$ cat src/rtl/hash_upd_pkg.sv
// Shared constants and types for the hash-update round-robin scheduler.
package hash_upd_pkg;

    localparam int unsigned HU_NUM_LANES = 16;
    localparam int unsigned HU_DATA_W    = 128;
    localparam int unsigned HU_SEL_W     = 5;

    // A select value of 16 picks the mux default input, which outputs all zeros.
    localparam logic [HU_SEL_W-1:0] HU_SEL_NONE = 5'd16;

    typedef logic [3:0]           hu_lane_t;
    typedef logic [HU_DATA_W-1:0] hu_word_t;

endpackage : hash_upd_pkg

$ cat src/rtl/rr_pick16.sv
// Rotating-priority encoder: finds the first set request at or after the
// pointer, wrapping from lane 15 back to lane 0.
module rr_pick16
    import hash_upd_pkg::*;
(
    input  logic [HU_NUM_LANES-1:0] i_req,
    input  hu_lane_t                i_ptr,
    output logic                    o_found,
    output hu_lane_t                o_win
);

    hu_lane_t w_idx;

    // Scan from the farthest offset down to the pointer so the nearest request wins.
    always_comb begin
        // NOTE: every output gets a default first so no path leaves it unassigned (no latch).
        o_found = 1'b0;
        o_win   = i_ptr;
        w_idx   = i_ptr;
        for (int k = HU_NUM_LANES - 1; k >= 0; k--) begin
            // The 4-bit sum wraps naturally, giving the 15 -> 0 rotation.
            w_idx = i_ptr + hu_lane_t'(k);
            if (i_req[w_idx]) begin
                o_found = 1'b1;
                o_win   = w_idx;
            end
        end
    end

endmodule : rr_pick16

$ cat src/rtl/hash_update_rr_sched.sv
// Round-robin scheduler sharing one hash-table update port among 16 lanes.
// Drives the select of an external 16:1 mux, captures its output into a
// single-entry register and offers it to the hash bank with valid/ready.
module hash_update_rr_sched
    import hash_upd_pkg::*;
(
    input  logic                    clk,
    input  logic                    rst,
    input  logic [HU_NUM_LANES-1:0] i_req_valid,
    output logic [HU_NUM_LANES-1:0] o_req_ready,
    output logic [HU_SEL_W-1:0]     o_mux_sel,
    input  hu_word_t                i_mux_dout,
    output logic                    o_upd_valid,
    output hu_word_t                o_upd_data,
    output hu_lane_t                o_upd_src,
    input  logic                    i_upd_ready,
    output logic                    o_idle
);

    logic     r_upd_valid;
    hu_word_t r_upd_data;
    hu_lane_t r_upd_src;
    hu_lane_t r_rr_ptr;

    logic     w_load;
    logic     w_found;
    hu_lane_t w_win;
    logic     w_grant;

    rr_pick16 u_pick (
        .i_req   (i_req_valid),
        .i_ptr   (r_rr_ptr),
        .o_found (w_found),
        .o_win   (w_win)
    );

    // The entry can be refilled when it is empty or being handed off this cycle,
    // which lets a hand-off and a new grant share a cycle with no bubble.
    assign w_load = !r_upd_valid || i_upd_ready;

    // Grants are suppressed while reset is asserted so no lane believes it was taken.
    assign w_grant = !rst && w_load && w_found;

    // Present the one-hot grant and the matching mux select.
    always_comb begin
        o_req_ready = '0;
        o_mux_sel   = HU_SEL_NONE;
        if (w_grant) begin
            o_req_ready = HU_NUM_LANES'(1) << w_win;
            o_mux_sel   = {1'b0, w_win};
        end
    end

    // Capture the granted word, or drain the entry when nothing is granted.
    always_ff @(posedge clk or posedge rst) begin
        if (rst) begin
            // NOTE: non-blocking assignments keep every register sampling pre-edge values.
            r_upd_valid <= 1'b0;
            r_upd_data  <= '0;
            r_upd_src   <= '0;
            r_rr_ptr    <= '0;
        end else if (w_load) begin
            if (w_found) begin
                r_upd_valid <= 1'b1;
                r_upd_data  <= i_mux_dout;
                r_upd_src   <= w_win;
                r_rr_ptr    <= w_win + hu_lane_t'(1);
            end else begin
                r_upd_valid <= 1'b0;
            end
        end
    end

    assign o_upd_valid = r_upd_valid;
    assign o_upd_data  = r_upd_data;
    assign o_upd_src   = r_upd_src;
    assign o_idle      = !r_upd_valid && (i_req_valid == '0);

endmodule : hash_update_rr_sched

$ cat config.mk
export PLATFORM = sky130hd
export DESIGN_NAME = hash_update_rr_sched
export DESIGN_NICKNAME = d
export VERILOG_FILES = /design/src/rtl/hash_upd_pkg.sv /design/src/rtl/rr_pick16.sv /design/src/rtl/hash_update_rr_sched.sv
export SDC_FILE = /design/constraint.sdc
export NUM_CORES = 1
export LEC_CHECK = 0
export ABC_AREA = 0
export BUFFER_PORTS_ARGS = -buffer_cell sky130_fd_sc_hd__buf_2
export CAP_MARGIN = 20
export CELL_PAD_IN_SITES_DETAIL_PLACEMENT = 1
export CELL_PAD_IN_SITES_GLOBAL_PLACEMENT = 2
export CORE_MARGIN = 1.5
export CORE_UTILIZATION = 31
export DETAILED_ROUTE_END_ITERATION = 12
export PLACE_DENSITY_LB_ADDON = 0.05
export SYNTH_ARGS = -nofsm -noshare
export SYNTH_HDL_FRONTEND = slang
export SYNTH_SLANG_ARGS = --single-unit
export TNS_END_PERCENT = 10
$ cat constraint.sdc
create_clock -name clk -period 5.9 [get_ports clk]
set_input_delay 0.59 -clock clk [delete_from_list [all_inputs] [get_ports clk]]
set_output_delay 0.59 -clock clk [all_outputs]
set_load 0.1 [all_outputs]
==> impl_metrics.tcl, run 1 <==
set metrics [dict create \
    slew_headroom 0.417 \
    design_area_um2 10100 \
    start_util 0.318 \
    gp_congestion 0.864 \
    synth_seq_cells 137 \
    multiInputGateArea_um2 3920 \
    setup_viol 0 \
    path_max_fanout 13 \
    drt-vias-per-instance 5.06 \
    fmax_mhz 179 \
    maxCapViolCount 0 \
    syn_nets 751 \
    clock_path_buffers 2 \
    end_kind "primary output" \
    hold_buffers 0 \
    status "complete, no violations" \
    netlist_area_um2 7540 \
    die_h_um 159 \
    ant_nets 0 \
    synth_ff_type "dfrtp_1" \
    dr.first_iter.drc_count 272 \
    slew_viol_final 0 \
    final_nets 1052 \
    core-area_um2 23700 \
    finalSetupTns_ns 0 \
    ys_top_cells_by_area "dfrtp_1 (45%), mux2_1 (10%), mux2_2 (10%)" \
    dieArea_um2 25300 \
    fin_crit_sh 0.945 \
    dr_total_vias 6218 \
    synth.yosys.seq_area_share 0.455 \
    layout-area-overhead-vs-synth_pct 34.0 \
    wl_per_cell_um 20.3 \
    insertion_delay_ns 0.42 \
    first_global_vias 6760 \
    grt_pass1_wl_um 39700 \
    worstSetupStartpointType "flop" \
    syn_inst 596 \
    syn_avg_cell_area_um2 12.7 \
    seqCellArea_um2 3430 \
    cts_tree "done" \
    port-buffer-count 301 \
    cts_sinks 137 \
    yosys.area.top_type "dfrtp_1" \
    grt_max_degree 143 \
    cts.repair.resized 0 \
    async_flop_share 1.00 \
    setup.worst_path.class "flop to primary output" \
    post_cts_buffers 0 \
    track_usage 0.202 \
    arrival_ns 4.99 \
    hold_slack_ns 0.289 \
    cts_made_buffers 17 \
    remaining_drc_errors 0 \
    grt-ovfl-total 0 \
    yosysMostFrequentCell "dfrtp_1" \
    first_pass_iters 4 \
    fillers 2672 \
    ios 302 \
    synth_top_area_share 0.455 \
    rsz0062_at_grt "no" \
    htree_levels 4 \
    synth_common_cells "dfrtp_1 (137), mux2_1 (68), mux2_2 (68)" \
    antenna_found_initial 1 \
    tightest_slew_ns 0.875 \
    die_w_um 159 \
    placementRows 56 \
    hold_viol 0 \
    cp.required_ns 5.31 \
    hold_path_class "primary input to async pin" \
    yosysUniqueCellTypes 71 \
    placed_area_um2 9480 \
    drive_gt1_frac 0.503 \
    synth_edf_count 0 \
    min_period_ns 5.58 \
    dp_hpwl_um 19100 \
    yosysWarnings 0 \
    clock_skew_ns 0.0125 \
    cts-root-buf "clkbuf_16" \
    routed_wl_um 25000 \
    path_clk_slew_ns 0.08 \
]
## kinds of logic after synthesis
| group | count (synthesis) | synth area share |
|---|---|---|
| compound gates | 81 | 0.0873 |
| xor+xnor | 13 | 0.0181 |
| fa+ha+maj | 8 | 0.0133 |
| buf+inv | 40 | 0.0300 |
| flops | 137 | 0.455 |
| mux | 189 | 0.308 |
| simple gates | 128 | 0.0889 |
## final timing paths
| kind | startpoint | to | slack (ns) | cells after the start |
|---|---|---|---|---|
| max reg2reg | r_rr_ptr[1] | r_rr_ptr[2] | 1.35 | 13 |
| min | rst | o_upd_valid | 0.29 | 2 |
| max | r_rr_ptr[1] | o_req_ready[1] | 0.32 | 13 |
| min in group clk | i_mux_dout[85] | o_upd_data[85] | 0.37 | 2 |
| min reg2reg | o_upd_src[0] | o_upd_src[0] | 0.48 | 2 |
| max in group asynchronous | rst | o_upd_data[41] | 4.28 | 3 |
## area by class of cell
type | instances | share of cell area
tap | 319 | 0.0395
timing repair buffer | 311 | 0.170
inverter | 11 | 0.00458
multi-input combinational | 419 | 0.387
clock buffer | 17 | 0.0421
antenna | 1 | 0.000248
sequential | 137 | 0.339
clock inverter | 15 | 0.0173
## worst max-delay path, stage by stage, from the launching register on
cell and delay [ns]:
dfrtp_1 0.35, inv_1 0.04, buf_4 0.17, ha_1 0.55, mux4_2 0.64, mux2_2 0.36, mux2_4 0.30, a31oi_1 0.18
nor2_1 0.06, or4_4 0.50, o31ai_4 0.62, and3_1 0.32, nor2b_1 0.26, buf_12 0.21
## registers in the layout, summed over array words and instances (netlist names)
signal and cells:
o_upd_data 128, o_upd_src 4, r_rr_ptr 4, o_upd_valid 1
## through the flow
stage	cells	worst slack (ns)	util
after CTS	1229	0.189	0.426
after global routing	1229	0.0282	0.427
after floorplan	596	-0.204	-
after global placement	1197	0.817	0.400
final	1230	0.323	0.427
after detailed placement	1197	0.673	0.400
## per-layer routing
| metal | track usage | share of wire | vias up |
|---|---|---|---|
| li1 | - | - | 2835 |
| met1 | 0.238 | 0.40 | 3152 |
| met2 | 0.352 | 0.51 | 203 |
| met3 | 0.0654 | 0.074 | 28 |
| met4 | 0.0540 | 0.015 | 0 |
| met5 | 0 | 0 | - |
## placed cells by master (no fill, tap or decap), types with 10 or more instances in the layout
cell type	n
buf_2	293
clkbuf_16	17
nor3_1	16
a21oi_1	13
nand2_1	25
nor2b_1	10
mux2i_1	31
dfrtp_1	137
mux2_1	68
mux2_2	68
nor2_1	27
mux4_2	19
Power of run 1 is left out: the tool's default activity adds up to more than one toggle a clock period on the data nets, which glitch-free logic cannot reach.
==> run 2, diff against run 1 <==
==> constraint.sdc (replaced) <==
create_clock -name clk -period 5.7 [get_ports clk]
set_input_delay 0.57 -clock clk [delete_from_list [all_inputs] [get_ports clk]]
set_output_delay 0.57 -clock clk [all_outputs]
set_load 0.1 [all_outputs]
==> impl_metrics.tcl, run 2 (synthesis gave the netlist of run 1 again) <==
set metrics [dict create \
    top_usage_layer "met2" \
    first_pass_iters 4 \
    multiInputGateArea_um2 3910 \
    grt_util_met3 0.0662 \
    slew_viol_final 0 \
    wl_per_cell_um 20.6 \
    design_area_um2 10200 \
    cpLargestDelayFamily "compound AO/OA/AOI/OAI gates" \
    dp_hpwl_um 19500 \
    track_usage 0.206 \
    grtUsageMet2 0.367 \
    cpPeakStageDelay_ns 0.61 \
    dieArea_um2 25300 \
    slew_headroom 0.396 \
    fmax_mhz 186 \
    largest_reg_flops 128 \
    gr-usage-met1 0.234 \
    cts-root-buf "clkbuf_16" \
    layout_commonest_cell "buf_2" \
    placed_area_um2 9550 \
    clock_path_buffers 2 \
    hold_slack_ns 0.311 \
    hold_viol 0 \
    placementRows 56 \
    fillers 2659 \
    end_kind "primary output" \
    path_clk_slew_ns 0.07 \
    path_max_fanout 14 \
    cts_sinks 137 \
    drive_gt1_frac 0.505 \
    rsz0062_at_grt "no" \
    port-buffer-count 301 \
    setup_viol 0 \
    maxCapViolCount 0 \
    final_cell_mix "buf_2 (289), dfrtp_1 (137), mux2_2 (68), mux2_1 (68), mux2i_1 (31)" \
    cts_made_buffers 17 \
    routed_wl_um 25500 \
    die_w_um 159 \
    core-area_um2 23700 \
    setup.worst_path.class "flop to primary output" \
    start_util 0.318 \
    grt_pass1_wl_um 40300 \
    grt-ovfl-total 0 \
    gp_congestion 0.843 \
    die_h_um 159 \
    htree_levels 4 \
    remaining_drc_errors 0 \
    tightest_slew_ns 0.906 \
    status "complete, no violations" \
    fin_util 0.432 \
    cts_tree "done" \
    seqCellArea_um2 3430 \
    dr_total_vias 6241 \
    ios 302 \
    final_nets 1057 \
    clock_skew_ns 0.0148 \
    grt_max_degree 143 \
    cp_num_buf_inv 3 \
    antenna_found_initial 2 \
    ant_nets 0 \
    drt-vias-per-instance 5.05 \
    worstSetupStartpointType "flop" \
    insertion_delay_ns 0.43 \
    path_cells "inv_1 > ha_1 > a21boi_0 > xnor2_2 > mux2i_1 > a21oi_1 > a211o_1 > a221oi_1 > o221ai_2 > inv_1 > ha_1 > and3_1 > buf_2" \
    cp.required_ns 5.13 \
    fin_crit_sh 0.945 \
    dr.first_iter.drc_count 237 \
    crit_slowest_cell "mux2i_1" \
    min_period_ns 5.39 \
    first_global_vias 6971 \
    layout-area-overhead-vs-synth_pct 35.7 \
    hold_path_class "primary input to async pin" \
    arrival_ns 4.82 \
]
-- run 2: cell type report --
cell class	count	share of cell area
inverter	11	0.00452
clock buffer	17	0.0416
timing repair buffer	316	0.177
multi-input combinational	419	0.382
sequential	137	0.335
tap	319	0.0390
clock inverter	15	0.0199
antenna	2	0.000489
-- run 2: stage by stage --
stage / instances / TNS [ns] / worst slack (ns)
after floorplan: 596 / -1.20 / -0.384
after global placement: 1198 / 0 / 0.654
after detailed placement: 1198 / 0 / 0.645
after CTS: 1230 / 0 / 0.139
after global routing: 1234 / 0 / 0.0133
final: 1236 / 0 / 0.314
-- run 2: timing repair --
| action | 4_1_cts | 5_1_grt |
|---|---|---|
| gates resized for setup | 0 | 2 |
| hold buffers | 0 | 0 |
| endpoints found under the setup margin | 0 | 12 |
| buffers inserted | 0 | 4 |
-- run 2: path summary, 6_finish.rpt --
path	startpoint	endpoint	slack, ns	cells after the start
max	r_rr_ptr[2]	o_req_ready[7]	0.31	13
min	rst	o_upd_src[3]	0.31	2
max reg2reg	r_rr_ptr[2]	r_rr_ptr[2]	1.27	11
min reg2reg	o_upd_src[0]	o_upd_src[0]	0.48	2
max in group asynchronous	rst	o_upd_data[103]	4.28	3
min in group clk	i_mux_dout[55]	o_upd_data[55]	0.36	2
-- run 2: per-layer routing --
metal  vias up  wire length, um
li1       2849                -
met1      3166             9800
met2       198            13400
met3        28             1790
met4         0              445
met5         -                0
Power of run 2 is left out for the same reason.
